**src/rtl/pipeline_pkg.sv**
```systemverilog
// Shared definitions for the pipeline hazard controller: FSM encoding,
// instruction field positions and a saturating counter helper.
package pipeline_pkg;

   typedef enum logic {
      RUN     = 1'b0,
      MC_WAIT = 1'b1
   } mc_state_e;

   localparam int RS_MSB = 25;
   localparam int RS_LSB = 21;
   localparam int RT_MSB = 20;
   localparam int RT_LSB = 16;

   localparam logic [4:0] REG_ZERO = 5'd0;

   function automatic logic [31:0] sat_inc32(input logic [31:0] value);
      sat_inc32 = (value == 32'hFFFF_FFFF) ? value : value + 32'd1;
   endfunction

endpackage

```
**src/rtl/hazard_multicycle_timer.sv**
```systemverilog
// RUN/MC_WAIT sequencer that keeps a multi-cycle ALU op in EX for exactly
// MULT_LATENCY cycles; a flush or reset returns it to RUN with a cleared count.
module hazard_multicycle_timer
   import pipeline_pkg::*;
#(
   parameter int MULT_LATENCY = 4,
   parameter int CNT_W        = 4
) (
   input  logic clk_i,
   input  logic reset_i,
   input  logic start_i,
   input  logic flush_i,
   output logic hold_o,
   output logic busy_o
);

   mc_state_e        state_q, state_d;
   logic [CNT_W-1:0] cnt_q, cnt_d;

   // State and down-counter registers.
   always_ff @(posedge clk_i) begin
      if (reset_i) begin
         state_q <= RUN;
         cnt_q   <= {CNT_W{1'b0}};
      end else begin
         state_q <= state_d;
         cnt_q   <= cnt_d;
      end
   end

   // Next-state and hold decode; entry cycle counts as the first EX cycle.
   always_comb begin
      state_d = state_q;
      cnt_d   = cnt_q;
      hold_o  = 1'b0;
      case (state_q)
         RUN: begin
            if (start_i) begin
               hold_o  = 1'b1;
               state_d = MC_WAIT;
               cnt_d   = CNT_W'(MULT_LATENCY - 2);
            end else begin
               state_d = RUN;
            end
         end
         MC_WAIT: begin
            if (cnt_q != {CNT_W{1'b0}}) begin
               hold_o = 1'b1;
               cnt_d  = cnt_q - {{(CNT_W-1){1'b0}}, 1'b1};
            end else begin
               state_d = RUN;
            end
         end
         default: begin
            state_d = RUN;
            cnt_d   = {CNT_W{1'b0}};
         end
      endcase
      if (flush_i) begin
         state_d = RUN;
         cnt_d   = {CNT_W{1'b0}};
      end else begin
         cnt_d = cnt_d;
      end
   end

   assign busy_o = (state_q == MC_WAIT);

endmodule

```
**src/rtl/pipeline_hazard_controller.sv**
```systemverilog
// Pipeline register enable/bubble generation for load-use, branch flush and
// multi-cycle EX hold. Optional counters enabled with HAZARD_STATS_EN.
module pipeline_hazard_controller
   import pipeline_pkg::*;
#(
   parameter int MULT_LATENCY = 4,
   parameter int CNT_W        = 4
) (
   input  logic        Clk,
   input  logic        Reset,
   input  logic [31:0] ID_Instruction,
   input  logic        ID_UsesRt,
   input  logic        EX_MemRead,
   input  logic        EX_RegWrite,
   input  logic [4:0]  EX_WriteReg,
   input  logic        EX_MultiCycle,
   input  logic        MEM_BranchTaken,
   output logic        PCWrite,
   output logic        IF_ID_Write,
   output logic        IF_ID_Flush,
   output logic        ID_EX_Write,
   output logic        ID_EX_Bubble,
   output logic        EX_MEM_Bubble,
   output logic        Busy
`ifdef HAZARD_STATS_EN
   ,
   output logic [31:0] StallCycles,
   output logic [31:0] FlushCount
`endif
);

   logic [4:0] rs_s, rt_s;
   logic       load_use_s, mc_start_s, hold_s, busy_s;
   logic       unused_instr_s;

   assign rs_s           = ID_Instruction[RS_MSB:RS_LSB];
   assign rt_s           = ID_Instruction[RT_MSB:RT_LSB];
   assign unused_instr_s = ^{ID_Instruction[31:26], ID_Instruction[15:0]};

   assign load_use_s = EX_MemRead & EX_RegWrite & (EX_WriteReg != REG_ZERO) &
                       ((EX_WriteReg == rs_s) | (ID_UsesRt & (EX_WriteReg == rt_s)));

   // A single-cycle "multi-cycle" op needs no hold at all.
   assign mc_start_s = (MULT_LATENCY >= 2) ? EX_MultiCycle : 1'b0;

   hazard_multicycle_timer #(
      .MULT_LATENCY (MULT_LATENCY),
      .CNT_W        (CNT_W)
   ) u_timer (
      .clk_i   (Clk),
      .reset_i (Reset),
      .start_i (mc_start_s),
      .flush_i (MEM_BranchTaken),
      .hold_o  (hold_s),
      .busy_o  (busy_s)
   );

   // Priority mux: reset, branch flush, multi-cycle hold, load-use stall.
   always_comb begin
      PCWrite       = 1'b1;
      IF_ID_Write   = 1'b1;
      IF_ID_Flush   = 1'b0;
      ID_EX_Write   = 1'b1;
      ID_EX_Bubble  = 1'b0;
      EX_MEM_Bubble = 1'b0;
      Busy          = busy_s;
      if (Reset) begin
         PCWrite       = 1'b0;
         IF_ID_Write   = 1'b0;
         ID_EX_Write   = 1'b0;
         IF_ID_Flush   = 1'b1;
         ID_EX_Bubble  = 1'b1;
         EX_MEM_Bubble = 1'b1;
         Busy          = 1'b0;
      end else if (MEM_BranchTaken) begin
         IF_ID_Flush   = 1'b1;
         ID_EX_Bubble  = 1'b1;
         EX_MEM_Bubble = 1'b1;
      end else if (hold_s) begin
         PCWrite       = 1'b0;
         IF_ID_Write   = 1'b0;
         ID_EX_Write   = 1'b0;
         EX_MEM_Bubble = 1'b1;
      end else if (!busy_s && load_use_s) begin
         PCWrite      = 1'b0;
         IF_ID_Write  = 1'b0;
         ID_EX_Bubble = 1'b1;
      end else begin
         PCWrite = 1'b1;
      end
   end

`ifdef HAZARD_STATS_EN
   logic [31:0] stall_q, flush_q;

   // Saturating stall-cycle and branch-flush counters.
   always_ff @(posedge Clk) begin
      if (Reset) begin
         stall_q <= 32'd0;
         flush_q <= 32'd0;
      end else begin
         if (!PCWrite) begin
            stall_q <= sat_inc32(stall_q);
         end
         if (MEM_BranchTaken) begin
            flush_q <= sat_inc32(flush_q);
         end
      end
   end

   assign StallCycles = stall_q;
   assign FlushCount  = flush_q;
`endif

endmodule

```
**config.mk**
```make
export PLATFORM = sky130hd
export DESIGN_NAME = pipeline_hazard_controller
export DESIGN_NICKNAME = d
export VERILOG_FILES = /design/src/rtl/pipeline_pkg.sv /design/src/rtl/hazard_multicycle_timer.sv /design/src/rtl/pipeline_hazard_controller.sv
export SDC_FILE = /design/constraint.sdc
export NUM_CORES = 1
export LEC_CHECK = 0
export ABC_AREA = 1
export ABC_CLOCK_PERIOD_IN_PS = 1700
export CORE_ASPECT_RATIO = 0.7
export CORE_MARGIN = 2
export CORE_UTILIZATION = 30
export DETAILED_ROUTE_END_ITERATION = 8
export PLACE_DENSITY_LB_ADDON = 0.08
export SYNTH_ARGS = -nofsm -noshare
export SYNTH_HDL_FRONTEND = slang
export SYNTH_SLANG_ARGS = --single-unit
```
**constraint.sdc**
```tcl
create_clock -name Clk -period 1.7 [get_ports Clk]
set_input_delay 0.17 -clock Clk [delete_from_list [all_inputs] [get_ports Clk]]
set_output_delay 0.17 -clock Clk [all_outputs]
set_load 0.005 [all_outputs]
```
# [After elaboration in Yosys (flattened, before gate mapping)]
# Cells that the tools add are included.
[totals] in_bits=44 ff_bits=5 out_inout_bits=7 memories=0 ram_bits=0 wordCells=42 latch_bits=0 romBits=0
[op_classes] n_addsub=1 reduce_logical=6 shifts=0 n_mux=23 n_bitwise=6 order_cmp=0 div_mod_pow=0 mul=0 eq_ne=4
[op_table] cell="$mux 1" count=19
[op_table] cell="$eq 5x5->1" count=2
[op_table] cell="$mux 4" count=2
[op_table] cell="$pmux 4 s2" count=1
[op_table] cell="$reduce_bool 5->1" count=1
[op_table] cell="$and 1x1->1" count=4
[op_table] cell="$ne 2x2->1 const B" count=2
[op_table] cell="$reduce_bool 4->1" count=1
[op_table] cell="$sub 4x1->4 const B" count=1
[op_table] cell="$pmux 1 s2" count=1
[op_table] cell="$reduce_and 2->1" count=1
[op_table] cell="$reduce_or 2->1" count=1
[op_table] cell="$logic_and 1x1->1" count=1
[op_table] cell="$logic_not 1->1" count=1
[op_table] cell="$not 1->1" count=1
[op_table] cell="$or 1x1->1" count=1

# [Logic depth before layout (Yosys ltp)]
[depth] depth_word=9 ltp_mapped=11

# [Modules after synthesis]
# Synthesis repeated with hierarchy kept, for this count alone.
[hier_totals] cells_unflattened=103 hier_area_um2=526.8
[by_module_without_submodules] module="pipeline_hazard_controller" seq_area_each_um2=0.0 n_inst=1 cells_per_inst=69 area_each_um2=277.8
[by_module_without_submodules] module="hazard_multicycle_timer" seq_area_each_um2=100.1 n_inst=1 cells_per_inst=34 area_each_um2=249.0

# [Worst setup path after synthesis]
# No wires, ideal clock.
[synth_timing] kind="reg2out" startpoint="reg u_timer.cnt_q[0]" endpoint="out PCWrite" slack_ps=317 path_stages_with_launch=12 arrival_time_ps=1213 cell_sequence="dfxtp_1 > inv_1 > ha_1 > nand3_2 > nand2_2 > o21ai_4 > nand2_1 > nand2_1 > inv_2 > nand2_1 > inv_1 > buf_4"
[synth_between] elab_chain_len=6
[synth_lines] item="start, declared" line="hazard_multicycle_timer.sv:18" rtl="logic [CNT_W-1:0] cnt_q, cnt_d;"
[synth_lines] item="start signal, assigned" line="hazard_multicycle_timer.sv:24" rtl="cnt_q <= {CNT_W{1'b0}};"
[synth_lines] item="start signal, assigned" line="hazard_multicycle_timer.sv:27" rtl="cnt_q <= cnt_d;"
[synth_lines] item="$reduce_bool 4->1" line="hazard_multicycle_timer.sv:47" rtl="if (cnt_q != {CNT_W{1'b0}}) begin"
[synth_lines] item="$mux 1" line="hazard_multicycle_timer.sv:47"
[synth_lines] item="$pmux 1 s2" line="hazard_multicycle_timer.sv:36" rtl="case (state_q)"
[synth_lines] item="$mux 1 (3 in series)"
[synth_lines] item="end, declared" line="pipeline_hazard_controller.sv:18" rtl="output logic PCWrite,"
# No other way between the ends.

# [Final worst setup path]
[layout_timing] startpoint="in Reset" endpoint="out IF_ID_Flush"
[layout_between] elab_chain_len=1
[layout_lines] item="start, declared" line="pipeline_hazard_controller.sv:10" rtl="input logic Reset,"
[layout_lines] item="$mux 1" line="pipeline_hazard_controller.sv:67" rtl="if (Reset) begin"
[layout_lines] item="end, declared" line="pipeline_hazard_controller.sv:20" rtl="output logic IF_ID_Flush,"
# No other way between the ends.

==> impl_metrics.json <==
{
  "die_area_um2": 2270,
  "finalSetupTns_ns": 0,
  "synthArstFlopShare": 0,
  "synth.most_common_cell": "nand2_1",
  "seq_area_um2": 103,
  "period_share": 0.921,
  "grt_usage": 0.156,
  "synth_nets": 150,
  "antenna_found_initial": 0,
  "grt_pass1_wl_um": 2510,
  "htree_levels": 1,
  "viasPerCell": 4.22,
  "numCtsBuffers": 3,
  "antenna_cells": 0,
  "io_pins": 51,
  "final_max_slew_viol_count": 0,
  "vias": 700,
  "ys_seq_elements": 5,
  "dp_hpwl_um": 1270,
  "routabilityCongestion": 0.740,
  "nFillCells": 201,
  "hold_buffers": 0,
  "worst_slack_ns": 0.134,
  "start_util": 0.313,
  "holdCritPathClass": "reg2reg",
  "wl_met2_um": 617,
  "worstPathMaxFanout": 5,
  "status": "completed",
  "synth_common_cells": "nand2_1 (34), inv_1 (18), inv_2 (9)",
  "die-width_um": 56.1,
  "ir_worst_vdd_v": 0.000313,
  "dominantRegCellSynth": "dfxtp_1",
  "synth_area_um2": 571,
  "dr.first_iter.drc_count": 12,
  "setup_violations": 0,
  "final_core_util": 0.536,
  "end_kind": "primary output",
  "synth.distinct_cells": 24,
  "drt_pass1_iterations": 4,
  "yosysSeqAreaShare": 0.175,
  "clk_latency_ns": 0.26,
  "worstMarginPinSlew_ns": 0.236,
  "drc": 0,
  "syn_inst": 104,
  "relSlewSlack": 0.842,
  "drive_above_1_share": 0.285,
  "io_buffer_count": 28,
  "timing.max_cap.violations": 0,
  "synth_edf_count": 0,
  "yosys_warnings": 0,
  "place_area_um2": 931,
  "start_kind": "input pin",
  "root_buffer": "clkbuf_4",
  "synth_top_area_cell": "nand2_1",
  "topRoutingLayerUsed": "met4",
  "tritoncts": "done",
  "clock_skew_ns": 0.00904,
  "wire_per_inst_um": 9.17,
  "multi_input_area_um2": 367,
  "p_leak_nw": 0.553,
  "period_minus_slack_ns": 1.57,
  "dpl_worst_slack_ns": -0.264,
  "finalWirelength_um": 1520,
  "rows": 13,
  "clk_pin_slew_ns": 0.05,
  "postRouteAntennaNets": 0,
  "grt_pass1_vias": 598,
  "synthTopCellsByArea": "nand2_1 (22%), dfxtp_1 (18%), inv_1 (12%)",
  "finalHoldViolations": 0,
  "critical_path_arrival_ns": 1.40,
  "grt_max_degree": 6,
  "power.density_nw_per_um2": 449,
  "clockBufferDepth": 2,
  "grt_remaining_overflow": 0,
  "wl_met3_um": 115,
  "fp.coreArea_um2": 1820,
  "syn_to_final_growth_pct": 71.1,
  "fmax_mhz": 639,
  "fin_nets": 191,
  "crit_required_ns": 1.53,
  "grt_setup_unrepaired": "true",
  "final_area_um2": 976,
  "met1_length_um": 759,
  "avgSynthCellArea_um2": 5.49,
  "die_h_um": 40.5,
  "clock_sinks": 5,
  "yosysTopAreaCellShare": 0.224,
  "worstSetupPathType": "in2out"
}
-- registers in the layout, indices dropped and copies added (netlist names) --
| signal | count |
|---|---|
| u_timer.cnt_q | 4 |
| u_timer.busy_o | 1 |
-- logic make-up (layout without fill, tap and decap cells) --
logic type | Yosys count | in the layout | share of synthesized area
DFF | 5 | 5 | 0.175
buffers and inverters | 30 | 70 | 0.208
adders and majority gates | 2 | 2 | 0.0439
and+or+nand+nor | 57 | 57 | 0.447
AOI/OAI and AO/OA | 9 | 9 | 0.110
xor gates and xnor gates | 1 | 1 | 0.0154
-- worst max-delay path, cell delays in order --
cell and delay, ns:
clkdlybuf4s50_1 0.46, nor2_2 0.23, inv_2 0.08, clkdlybuf4s50_1 0.45
-- final timing paths --
| path | startpoint | end | slack [ns] | cells after the start |
|---|---|---|---|---|
| worst min register to register | u_timer.cnt_q[2]$_SDFFE_PP0P_ | u_timer.cnt_q[2]$_SDFFE_PP0P_ | 0.51 | 2 |
| worst min-delay path | u_timer.cnt_q[2]$_SDFFE_PP0P_ | u_timer.cnt_q[2]$_SDFFE_PP0P_ | 0.51 | 2 |
| worst max register to register | u_timer.cnt_q[1]$_SDFFE_PP0P_ | u_timer.cnt_q[3]$_SDFFE_PP0P_ | 0.47 | 9 |
| worst max-delay path | Reset | IF_ID_Flush | 0.13 | 4 |
-- layout by cell type, fill, tap and decap left out, drive strengths merged, types with 4 or more instances in the layout --
| cell | synthesis | routed |
|---|---|---|
| buf | 1 | 10 |
| dfxtp | 5 | 5 |
| nor2 | 10 | 10 |
| dlymetal6s2s | 0 | 4 |
| o21ai | 6 | 6 |
| nand2 | 37 | 37 |
| clkdlybuf4s50 | 0 | 18 |
| inv | 28 | 28 |
| nand3 | 7 | 7 |
| clkbuf | 0 | 5 |
-- area by class of cell --
type / count / area share
clock buffers: 3 / 0.0231
flip-flops and latches: 5 / 0.105
inverters: 29 / 0.114
clock inverters: 1 / 0.00513
repair buffers: 37 / 0.349
well taps: 22 / 0.0282
multi-input cells: 69 / 0.376
-- what timing repair did --
item,CTS,global route
resized for setup,15,10
pin swaps,2,6
setup buffers,1,0
endpoints found under the setup margin,5,4
-- metal layers --
layer  track usage  vias to the layer above
met4        0.0714                        0
met3        0.0645                        4
met5             0                        -
li1              -                      388
met1         0.180                      283
met2         0.262                       25
-- through the flow --
| step | power [mW] | hold slack, ns | std cells |
|---|---|---|---|
| after floorplan | 0.203 | 0.356 | 104 |
| after global placement | 0.299 | 0.509 | 161 |
| after detailed placement | 0.300 | 0.509 | 161 |
| after CTS | 0.450 | 0.517 | 166 |
| after global routing | 0.479 | 0.542 | 166 |
| final | 0.439 | 0.513 | 166 |
-- power breakdown --
part           internal, mW  switching, mW  total, mW
Sequential            0.121        0.00289      0.124
Clock                0.0858         0.0601      0.146
Combinational        0.0925         0.0761      0.169
(Power assumes the default switching activity.)
==> patch, RTL diff (config.mk and constraints unchanged) <==
`CNT_W` is set to 4 in 2 places; all go to 3.
--- a/src/rtl/hazard_multicycle_timer.sv
+++ b/src/rtl/hazard_multicycle_timer.sv
@@ -4,7 +4,7 @@
    import pipeline_pkg::*;
 #(
    parameter int MULT_LATENCY = 4,
-   parameter int CNT_W        = 4
+   parameter int CNT_W        = 3
 ) (
    input  logic clk_i,
    input  logic reset_i,
--- a/src/rtl/pipeline_hazard_controller.sv
+++ b/src/rtl/pipeline_hazard_controller.sv
@@ -4,7 +4,7 @@
    import pipeline_pkg::*;
 #(
    parameter int MULT_LATENCY = 4,
-   parameter int CNT_W        = 4
+   parameter int CNT_W        = 3
 ) (
    input  logic        Clk,
    input  logic        Reset,
Function: same outputs for any inputs over 10 cycles, from zero or initial values; that may be too few to reach the edited logic, so the function may still have changed.
==> patch against the unedited design <==
Sequential cell count is 1 lower; wire length is 20% lower; area after synthesis is 12% lower; cell area is 11% lower; setup slack worse by 0.054 ns; count of clock-buffer cells in the layout stayed put; total power is 18% lower; critical path depth stayed put; highest routed layer unchanged.
==> patch: results (changes against the unedited design) <==
| Metric | Value |
|---|---|
| Max IR drop VDD | `0.000295 V (-5.6%)` |
| Dpl ws | `-0.265 ns (-0.00148 ns)` |
| Largest net degree at the start of global routing | `5 (-1)` |
| Outcome | `complete, no violations` |
| Avg Synthesized Cell Area | `5.37 um^2 (-2.2%)` |
| Yosys warnings | `0 (unchanged)` |
| Drt pass-1 iters | `2 (-2)` |
| Dominant cells by area after synthesis | `nand2_1 (23%), dfxtp_1 (16%), inv_1 (15%)` |
| Met2 wire len | `469 um (-24%)` |
| Synth top cells by count | `nand2_1 (31), inv_1 (20), nor2_1 (10), nand3_1 (7), inv_2 (6)` |
| Sequential share of the synthesized area | `16.0% (-1.5 points)` |
| Crit-path leading delay family | `buffers and inverters` |
| GRT Total Usage | `13.8% (-1.8 points)` |
| Slowest stage cell on the critical path | `clkdlybuf4s50_1` |
| Final Skew | `0.00152 ns (-0.00752 ns)` |
| Grt met1 use | `19.6% (+1.6 points)` |
| GPL Wtd Cong | `0.724 (-2.2%)` |
| Static Leak | `0.494 nW (-11%)` |
| Cell variety after synth | `17 (-29%)` |
| Reg with most FFs | `u_timer.cnt_q` |
| Met2 usage | `21.3% (-4.9 points)` |
| Met3 wire length | `87 um (-24%)` |
| Worst Path Arrival | `1.45 ns (+0.05 ns)` |
| GR Util met3 | `1.56% (-4.9 points)` |
| First-pass GRT wire length | `2.06 mm (-18%)` |
| Routed length on met1 | `652 um (-14%)` |
| Via Count | `611 (-13%)` |
| Post-DP HPWL | `1.05 mm (-18%)` |
| Dpl cell area | `851 um^2 (-8.6%)` |
| Vias in the first global route | `549 (-8.2%)` |
| CP max FO | `4 (-1)` |
| Slew HR | `80.8% (-3.3 points)` |
| Max FFs per register | `3 (-1)` |
| Nets | `181 (-5.2%)` |
| Layout cells sized above 1 | `24.8% (-3.7 points)` |
| Initial antenna violation count | `0 (unchanged)` |
| Iteration-0 DRC Markers | `2 (-10)` |
| PortBufs | `28 (unchanged)` |
| WL/cell | `7.95 um (-13%)` |
| Switching power | `0.106 mW (-24%)` |
| Worst-skew pair later-pin latency | `0.23 ns (-0.03 ns)` |
| Fin cells | `154 (-7.2%)` |
| Clock Path Buffers | `2 (unchanged)` |
| Syn_nets | `139 (-7.3%)` |
-- patch: cell count changes in the layout (fill, tap and decap cells not counted), moves of 3 or more --
cell	before	now
clkdlybuf4s50_1	18	11
dlygate4sd2_1	2	13
dlymetal6s2s_1	4	0
inv_1	16	19
inv_2	11	7
nand2_1	34	31
-- patch: logic make-up after synthesis --
family / count (synthesis) / share of synthesized area, %
AND/OR/NAND/NOR: 51 / 41.6
buffers and inverters: 27 / 21.1
AO/OA/AOI/OAI: 8 / 14.5
flip-flops: 4 / 16.0
adder cells (fa/ha/maj): 2 / 5.01
XOR/XNOR: 1 / 1.75
-- patch: worst paths after layout --
path,start,endpoint,slack [ns],cells past startpoint
max,MEM_BranchTaken,IF_ID_Flush,0.08,4
min,u_timer.busy_o,u_timer.cnt_q[1],0.50,3
max reg2reg,u_timer.cnt_q[0],u_timer.cnt_q[2],0.33,9
min reg2reg,u_timer.busy_o,u_timer.cnt_q[1],0.50,3
-- patch: what timing repair did --
action                                  4_1_cts  5_1_grt
gates resized for setup                      24        6
pin swaps                                    10        4
endpoints found under the setup margin        5        4
endpoints found under the hold margin         0        0
setup buffers                                 4        0
-- patch: layout make-up --
cell class | count | area (um^2)
fillers | 184 | 711
multi-input cells | 62 | 319
repair buffers | 38 | 319
inverters | 26 | 97.6
flip-flops and latches | 4 | 81.3
well taps | 21 | 26.3
clock buffers | 3 | 22.5
-- patch: power by group through the flow --
| stage | clock network (mW) | registers, mW | logic [mW] |
|---|---|---|---|
| final | 0.119 | 0.0979 | 0.144 |
| after global routing | 0.128 | 0.0983 | 0.163 |
| after CTS | 0.125 | 0.0979 | 0.148 |
| after detailed placement | 0 | 0.0995 | 0.154 |
| after global placement | 0 | 0.0994 | 0.153 |
| after floorplan | 0 | 0.0993 | 0.0642 |
